File: config.mk
export PLATFORM = sky130hd
export DESIGN_NAME = softstart_sequencer
export DESIGN_NICKNAME = d
export VERILOG_FILES = /design/src/rtl/softstart_pkg.sv /design/src/rtl/softstart_sequencer_tick_divider.sv /design/src/rtl/softstart_sequencer.sv
export SDC_FILE = /design/constraint.sdc
export NUM_CORES = 1
export LEC_CHECK = 0
export ABC_AREA = 1
export CORE_AREA = 2 2 100 102
export DETAILED_ROUTE_END_ITERATION = 10
export DIE_AREA = 0 0 102 104
export PLACE_DENSITY = 0.66
export SYNTH_ARGS = -nofsm -noshare
export SYNTH_HDL_FRONTEND = slang
export SYNTH_HIERARCHICAL = 1
export SYNTH_SLANG_ARGS = --single-unit
File: constraint.sdc
create_clock -name aclk -period 4.25 [get_ports aclk]
set_input_delay 0.6375 -clock aclk [delete_from_list [all_inputs] [get_ports aclk]]
set_output_delay 0.6375 -clock aclk [all_outputs]
set_load 0.01 [all_outputs]
File: src/rtl/softstart_pkg.sv
// Shared encodings and default widths for the soft-start sequencer slice.
package softstart_pkg;

   localparam int SIGNAL_W_DEF = 12;
   localparam int PRESC_W_DEF  = 16;

   localparam logic [2:0] ST_IDLE      = 3'd0;
   localparam logic [2:0] ST_RAMP_UP   = 3'd1;
   localparam logic [2:0] ST_REGULATE  = 3'd2;
   localparam logic [2:0] ST_RAMP_DOWN = 3'd3;
   localparam logic [2:0] ST_FAULT     = 3'd4;

   // Power stage is energised in every state that moves or holds the reference.
   function automatic logic is_active(input logic [2:0] st);
      return (st == ST_RAMP_UP) || (st == ST_REGULATE) || (st == ST_RAMP_DOWN);
   endfunction

endpackage

File: src/rtl/softstart_sequencer_tick_divider.sv
// Prescaler counter: one tick every period_i+1 cycles while running.
module tick_divider #(
   parameter int W = 16
) (
   input  logic         aclk,
   input  logic         resetn,
   input  logic         run_i,
   input  logic         clear_i,
   input  logic [W-1:0] period_i,
   output logic         tick_o
);

   logic [W-1:0] cnt_q, cnt_d;

   assign tick_o = run_i && (cnt_q == period_i);

   // A clear restarts the phase so the first tick lands period_i+1 cycles later.
   always_comb begin
      cnt_d = cnt_q + 1'b1;
      if (!run_i || clear_i || tick_o) cnt_d = '0;
   end

   always_ff @(posedge aclk) begin
      if (!resetn) cnt_q <= '0;
      else         cnt_q <= cnt_d;
   end

endmodule

File: src/rtl/softstart_sequencer.sv
// Soft-start/soft-stop reference sequencer: FSM plus one-LSB-per-tick setpoint slew.
module softstart_sequencer
   import softstart_pkg::*;
#(
   parameter int SIGNAL_WIDTH    = SIGNAL_W_DEF,
   parameter int PRESCALER_WIDTH = PRESC_W_DEF
) (
   input  logic                       aclk,
   input  logic                       resetn,
   input  logic                       start_i,
   input  logic                       stop_i,
   input  logic                       fault_i,
   input  logic                       fault_clear_i,
   input  logic [SIGNAL_WIDTH-1:0]    target_i,
   input  logic [PRESCALER_WIDTH-1:0] prescaler_i,
   output logic [SIGNAL_WIDTH-1:0]    setpoint_o,
   output logic                       step_tick_o,
   output logic                       pwm_enable_o,
   output logic                       done_o,
   output logic [2:0]                 state_o,
   output logic                       busy_o
);

   logic [2:0]                 state_q, state_d;
   logic [SIGNAL_WIDTH-1:0]    sp_q, sp_d, dest;
   logic [PRESCALER_WIDTH-1:0] presc_q, presc_d;
   logic                       pwm_q, pwm_d;
   logic                       start_acc;
   logic                       tick;
   logic                       run, clear;

   assign run   = is_active(state_q);
   assign clear = (state_d != state_q) || start_acc;

   tick_divider #(.W(PRESCALER_WIDTH)) u_tick (
      .aclk     (aclk),
      .resetn   (resetn),
      .run_i    (run),
      .clear_i  (clear),
      .period_i (presc_q),
      .tick_o   (tick)
   );

   always_ff @(posedge aclk) begin
      if (!resetn) begin
         state_q <= ST_IDLE;
         sp_q    <= '0;
         presc_q <= '0;
         pwm_q   <= 1'b0;
      end else begin
         state_q <= state_d;
         sp_q    <= sp_d;
         presc_q <= presc_d;
         pwm_q   <= pwm_d;
      end
   end

   // Priority is fault > stop > start; a start in RAMP_UP defers the REGULATE hand-off.
   always_comb begin
      state_d   = state_q;
      start_acc = 1'b0;
      if (fault_i) begin
         state_d = ST_FAULT;
      end else begin
         case (state_q)
            ST_IDLE: begin
               if (start_i && !stop_i) begin
                  state_d   = ST_RAMP_UP;
                  start_acc = 1'b1;
               end
            end
            ST_RAMP_UP: begin
               if (stop_i)               state_d   = ST_RAMP_DOWN;
               else if (start_i)         start_acc = 1'b1;
               else if (sp_q == target_i) state_d  = ST_REGULATE;
            end
            ST_REGULATE: begin
               if (stop_i) state_d = ST_RAMP_DOWN;
            end
            ST_RAMP_DOWN: begin
               if (start_i && !stop_i) begin
                  state_d   = ST_RAMP_UP;
                  start_acc = 1'b1;
               end else if (sp_q == '0) begin
                  state_d = ST_IDLE;
               end
            end
            ST_FAULT: begin
               if (fault_clear_i) state_d = ST_IDLE;
            end
            default: state_d = ST_IDLE;
         endcase
      end
   end

   // Ramp-down ignores the live target; slewing stops on equality so no wrap occurs.
   always_comb begin
      dest    = (state_q == ST_RAMP_DOWN) ? '0 : target_i;
      sp_d    = sp_q;
      presc_d = start_acc ? prescaler_i : presc_q;
      pwm_d   = is_active(state_d);
      if (state_d == ST_FAULT) begin
         sp_d = '0;
      end else if (tick) begin
         if (sp_q < dest)      sp_d = sp_q + 1'b1;
         else if (sp_q > dest) sp_d = sp_q - 1'b1;
      end
   end

   always_comb begin
      state_o      = state_q;
      setpoint_o   = sp_q;
      pwm_enable_o = pwm_q;
      step_tick_o  = tick;
      done_o       = (state_q == ST_RAMP_UP) && (state_d == ST_REGULATE);
      busy_o       = (state_q == ST_RAMP_UP) || (state_q == ST_RAMP_DOWN);
   end

endmodule

Word level (Yosys, flattened, before mapping)
Index checks and enable logic that the tools add are counted.
{ "word_totals": {"out_inout_bits": 19, "word_cells": 60, "register_bits": 48} }
{ "classes": {"addsub": 3, "order_cmp": 2, "n_mux": 18, "eq_ne": 11, "bitwise_logic": 1, "n_reduce_logical": 20} }
{ "ops": {"columns": ["operator", "n"], "rows": [
  ["$mux 12", 3],
  ["$mux 3", 9],
  ["$add 16x1->16 const B", 1],
  ["$eq 16x16->1", 1],
  ["$pmux 3 s5", 1],
  ["$add 12x1->12 const B", 1],
  ["$eq 12x12->1", 1],
  ["$eq 3x2->1 const B", 4],
  ["$gt 12x12->1", 1],
  ["$logic_not 12->1", 1],
  ["$lt 12x12->1", 1],
  ["$sub 12x1->12 const B", 1],
  ["$logic_or 1x1->1", 8],
  ["$eq 3x1->1 const B", 2],
  ["$eq 3x3->1 const B", 2],
  ["$reduce_or 2->1", 3],
  ["$mux 1", 4],
  ["$logic_and 1x1->1", 3],
  ["$logic_not 3->1", 1],
  ["$ne 3x3->1", 1],
  ["$logic_not 1->1", 2],
  ["$pmux 1 s2", 1],
  ["$reduce_and 2->1", 1],
  ["$reduce_bool 2->1", 1],
  ["$not 1->1", 1]
]} }

Longest topological paths before layout
{ "depth": {"ltp_word": 11, "mapped_depth": 23, "ltp_nobuf": 22} }

Hierarchy
Netlist, hierarchy kept.
{ "modules_own_cells": {"columns": ["module", "n_inst", "area_each_um2", "cells_each"], "rows": [
  ["softstart_sequencer", 1, 2368.5, 369],
  ["tick_divider", 1, 1102.3, 185]
]} }

Worst setup path before layout
No wires, ideal clock.
{ "synth_timing": {"path_type": "reg2reg", "from": "register state_q[2], in the netlist state_o[2]", "to": "register sp_q[8], in the netlist setpoint_o[8]", "slack_ns": 1.074, "stages_incl_launch_ff": 17, "setup_time_ns": 0.120, "t_arrival_ns": 3.056, "synth_period_minus_slack_ns": 3.176, "t_required_ns": 4.130, "path_cell_list": "dfxtp_1 > nor2_4 > nand2_4 > clkbuf_1 > nand2_1 > ha_1 > a21oi_1 > o21a_1 > nand3_2 > ha_1 > a21oi_1 > o21ai_0 > a21oi_1 > nor2_1 > nor2_1 > xor2_1 > a21oi_1"} }
{ "synth_via": {"elab_chain_cells": 7, "elab_cells_between_ends": 26, "cone_classes": "order compare: 2; eq/ne: 5; mux: 12; reduce/logical: 7"} }
{ "synth_rtl": {"columns": ["item", "line_no", "rtl"], "rows": [
  ["from (decl)", "softstart_sequencer.sv:24", "logic [2:0] state_q, state_d;"],
  ["from (signal assigned)", "softstart_sequencer.sv:51", "state_q <= state_d;"],
  ["parallel branches: the longest is 7 deep, another holds $lt 12x12->1", null, null],
  ["to (signal assigned)", "softstart_sequencer.sv:52", "sp_q <= sp_d;"],
  ["to (decl)", "softstart_sequencer.sv:25", "logic [SIGNAL_WIDTH-1:0] sp_q, sp_d, dest;"]
]} }
Parallel ways; which one is timed is not known.
A chain may end at the register's enable or synchronous reset.

Worst setup path in the final report
{ "layout_timing": {"from": "input target_i[5]", "to": "register sp_q[8], in the netlist setpoint_o[8]"} }
{ "layout_via": {"elab_chain_cells": 8, "elab_cells_between_ends": 14, "cone_classes": "order compare: 2; eq/ne: 2; mux: 7; reduce/logical: 3"} }
{ "layout_rtl": {"columns": ["item", "line_no", "rtl"], "rows": [
  ["from (decl)", "softstart_sequencer.sv:14", "input logic [SIGNAL_WIDTH-1:0] target_i,"],
  ["$eq 12x12->1", "softstart_sequencer.sv:75", "else if (sp_q == target_i) state_d = ST_REGULATE;"],
  ["$mux 3", "softstart_sequencer.sv:75", null],
  ["$mux 3", "softstart_sequencer.sv:74", "else if (start_i) start_acc = 1'b1;"],
  ["$mux 3", "softstart_sequencer.sv:73", "if (stop_i) state_d = ST_RAMP_DOWN;"],
  ["$pmux 3 s5", "softstart_sequencer.sv:65", "case (state_q)"],
  ["$mux 3", "softstart_sequencer.sv:62", "if (fault_i) begin"],
  ["$eq 3x3->1", "softstart_sequencer.sv:102", "if (state_d == ST_FAULT) begin"],
  ["$reduce_or 2->1 (no source line)", null, null]
]} }
Several ways; a longest one is shown, not always the timed one.

==> run metrics <==
outcome completed; Critical Path AT 3.60 ns; Reg area 961 µm²; GR Overflow Total 0; top-area cell type share of the netlist area 0.277; Ports 53; CTS tree yes; RSZ-0062 raised after global routing no; 1st-pass router iterations 4; area occupied by multi-input gates 2180 µm²; layout cells sized above 1 0.0508; worst-margin pin slew 0.610 ns; Yosys warnings 6; Post-CTS Setup Inserts 0; vias in the first global route 3214; Critical Path End setpoint_o[8]$_SDFFE_PP0P_; hold slack 0.492 ns; crit-path max cell delay 0.50 ns; Worst EP required 4.46 ns; MaxCap Viol Count 0; Crit Path Class input pin to register; clk_skew 0.0141 ns; P per Cell Area 221 nW/µm²; HPWL Detailed 6.79 mm; Critical Path Most Common Cell a21oi_1; fin area 4250 µm²; Final min period 3.39 ns; initial core utilization 0.363; starting DRC count in detailed routing 180; CP max FO 14; R2R Path End setpoint_o[8]$_SDFFE_PP0P_; Compound-Gate Fraction of Synth Area 0.0988; startpoint types input pin; PortBufs 52; die height 104 µm; fin nets 667; largest net degree at the start of global routing 19; worst-path cell chain clkdlybuf4s50_1, nand2_1, ha_1, a21oi_1, o21ai_0, nand2_1, nand3_2, ha_1, a21oi_1, o21ai_0, a21oi_1, nor2_1, nor2_1, xor2_1, a21oi_1; Mapped Area 3470 µm²; CP top delay family compound AO/OA/AOI/OAI gates; Reg2Reg Depth 16; setup slack at placement 0.521 ns; routed vias 3426; worst path buffer plus inverter count 1; CTS Buffer Depth 2; DRC errors left 0; Die X 102 µm; row cnt 36; Post-synth EDFFs 0; Slowest cell on crit path clkdlybuf4s50_1; CP Launch Point target_i[5]; WL final 8.76 mm; Main synth FF type dfxtp_1; Max Slew Vio Count 0; slew margin rel. 0.592; post-CTS sizing 0; Critical Path Stages 15; #FFs+latches synth 48; most instantiated library cell after synthesis nand2_1; crit end category register; main combinational cell family by area after synthesis simple AND/OR/NAND/NOR gates; later-pin clock latency in the skew report 0.31 ns; number of H-tree levels 2; first-pass GRT wire length 14.7 mm; Hold WC Path Type register to register; syn nets 612; ANT cells 0; Simple-Gate Fraction of Synth Area 0.376; post-synthesis adder-cell area fraction 0.0887; worst r2r src state_o[2]$_SDFF_PN0_; antenna violations before repair 0; # clock sinks 48; Layout area overhead 22.5%; clock-pin slew on the worst setup and hold paths 0.10 ns; mux contribution to synthesized area 0; Yosys top cell by area dfxtp_1; post-synthesis cell count 554; XOR/XNOR Fraction of Synth Area 0.0656; worst vdd ir 0.134 mV; Distinct cells, synth 34; Antenna Nets Post-Route 0; Die Area 10600 µm²; Final Cycle Share 0.797; commonest cells in the netlist nand2_1, nor2_1, inv_1; CTS Hold Bufs 0; Synth Area per Inst 6.27 µm²; setup violation total in the final timing report 0; core area 9550 µm²; CTS buffer count 5; Sum Neg Setup Slack 0 ns; cell area after placement 4130 µm²; setup slack, reg-to-reg 0.94 ns; CTS root buf clkbuf_8; GRT Util Overall 0.170; Wirelength per Cell 11.8 µm; leakage dissipation 1.83 nW; gpl congestion 0.936; top cells by area, synth dfxtp_1, nand2_1, nor2_1, ha_1, inv_1; FMAX 295 MHz; Via-to-Cell Ratio 4.61; Filler Cells Inserted 1008; ys async rst share 0; setup ws final 0.863 ns; sequential area share after synthesis 0.277; Final Hold Fails 0
==> through the flow <==
stage	util	cells	total power, mW
3_5_place_dp	0.433	735	0.606
6_report	0.445	743	0.938
2_1_floorplan	-	554	0.549
3_3_place_gp	0.433	735	0.604
5_1_grt	0.445	743	0.984
4_1_cts	0.445	743	0.950
==> registers in the layout, summed over array words and instances, names as in the netlist <==
register	cells
pwm_enable_o	1
state_o	3
u_tick/cnt_q	16
setpoint_o	12
presc_q	16
==> cells by family (layout without fill, tap and decap cells) <==
logic type                 Yosys count  in the layout
AOI/OAI and AO/OA                   64             64
xor gates and xnor gates            26             26
DFF                                 48             48
adders and majority gates           24             24
and+or+nand+nor                    310            310
buffers and inverters               82            138
==> final cells by class <==
cell class | count | area share
multi-input combinational | 424 | 0.514
sequential | 48 | 0.226
timing repair buffer | 54 | 0.126
inverter | 76 | 0.0677
tap | 133 | 0.0392
clock buffer | 5 | 0.0162
clock inverter | 3 | 0.0112
==> worst min path at each step <==
stage / start / endpoint / slack, ns / cells after the start
finish: u_tick/cnt_q[0]$_SDFF_PP0_ / u_tick/cnt_q[0]$_SDFF_PP0_ / 0.49 / 1
global route: u_tick/cnt_q[0]$_SDFF_PP0_ / u_tick/cnt_q[0]$_SDFF_PP0_ / 0.52 / 1
floorplan: u_tick/cnt_q[0]$_SDFF_PP0_ / u_tick/cnt_q[0]$_SDFF_PP0_ / 0.44 / 1
detailed placement: u_tick/cnt_q[0]$_SDFF_PP0_ / u_tick/cnt_q[0]$_SDFF_PP0_ / 0.47 / 1
global placement: u_tick/cnt_q[0]$_SDFF_PP0_ / u_tick/cnt_q[0]$_SDFF_PP0_ / 0.46 / 1
CTS: u_tick/cnt_q[0]$_SDFF_PP0_ / u_tick/cnt_q[0]$_SDFF_PP0_ / 0.49 / 1
==> metal layers <==
metal / global-route usage / up-vias / wire length [µm]
met5: 0 / - / 0
met4: 0.0524 / 0 / 129
met3: 0.0195 / 9 / 460
met2: 0.258 / 62 / 3770
met1: 0.250 / 1504 / 4410
li1: - / 1851 / -
==> report_power, final <==
part | internal (mW) | switching (mW)
registers | 0.458 | 0.00864
logic | 0.0638 | 0.0646
clock network | 0.177 | 0.166
total | 0.700 | 0.239
==> placed cells by master, fill, tap and decap left out, types with 2 or more instances in the layout <==
cell,n
nor3b_1,2
inv_2,4
nand2_2,5
xor2_1,14
o21bai_1,2
inv_1,70
ha_1,23
nor3_1,5
nor2_1,99
nand2_1,152
clkdlybuf4s50_1,52
nand2_4,2
nor2_2,2
clkbuf_8,5
nand4_1,9
buf_4,2
o21ai_0,26
dfxtp_1,48
nand3_1,26
a21oi_1,30
xnor2_1,12
nand3_2,2
nor2_4,2
clkinv_4,2
o21a_1,2
nand3b_1,2
==> worst reg2reg max path, stage by stage, from the launching register on <==
cell and delay, ns:
dfxtp_1 0.51, nor2_4 0.10, nand2_4 0.15, nand2_1 0.07, ha_1 0.29, a21oi_1 0.15, o21ai_0 0.10, nand2_1 0.09
nand3_2 0.31, ha_1 0.50, a21oi_1 0.20, o21ai_0 0.12, a21oi_1 0.21, nor2_1 0.07, nor2_1 0.12, xor2_1 0.16
a21oi_1 0.07
Power figures use the tool's default switching activity.
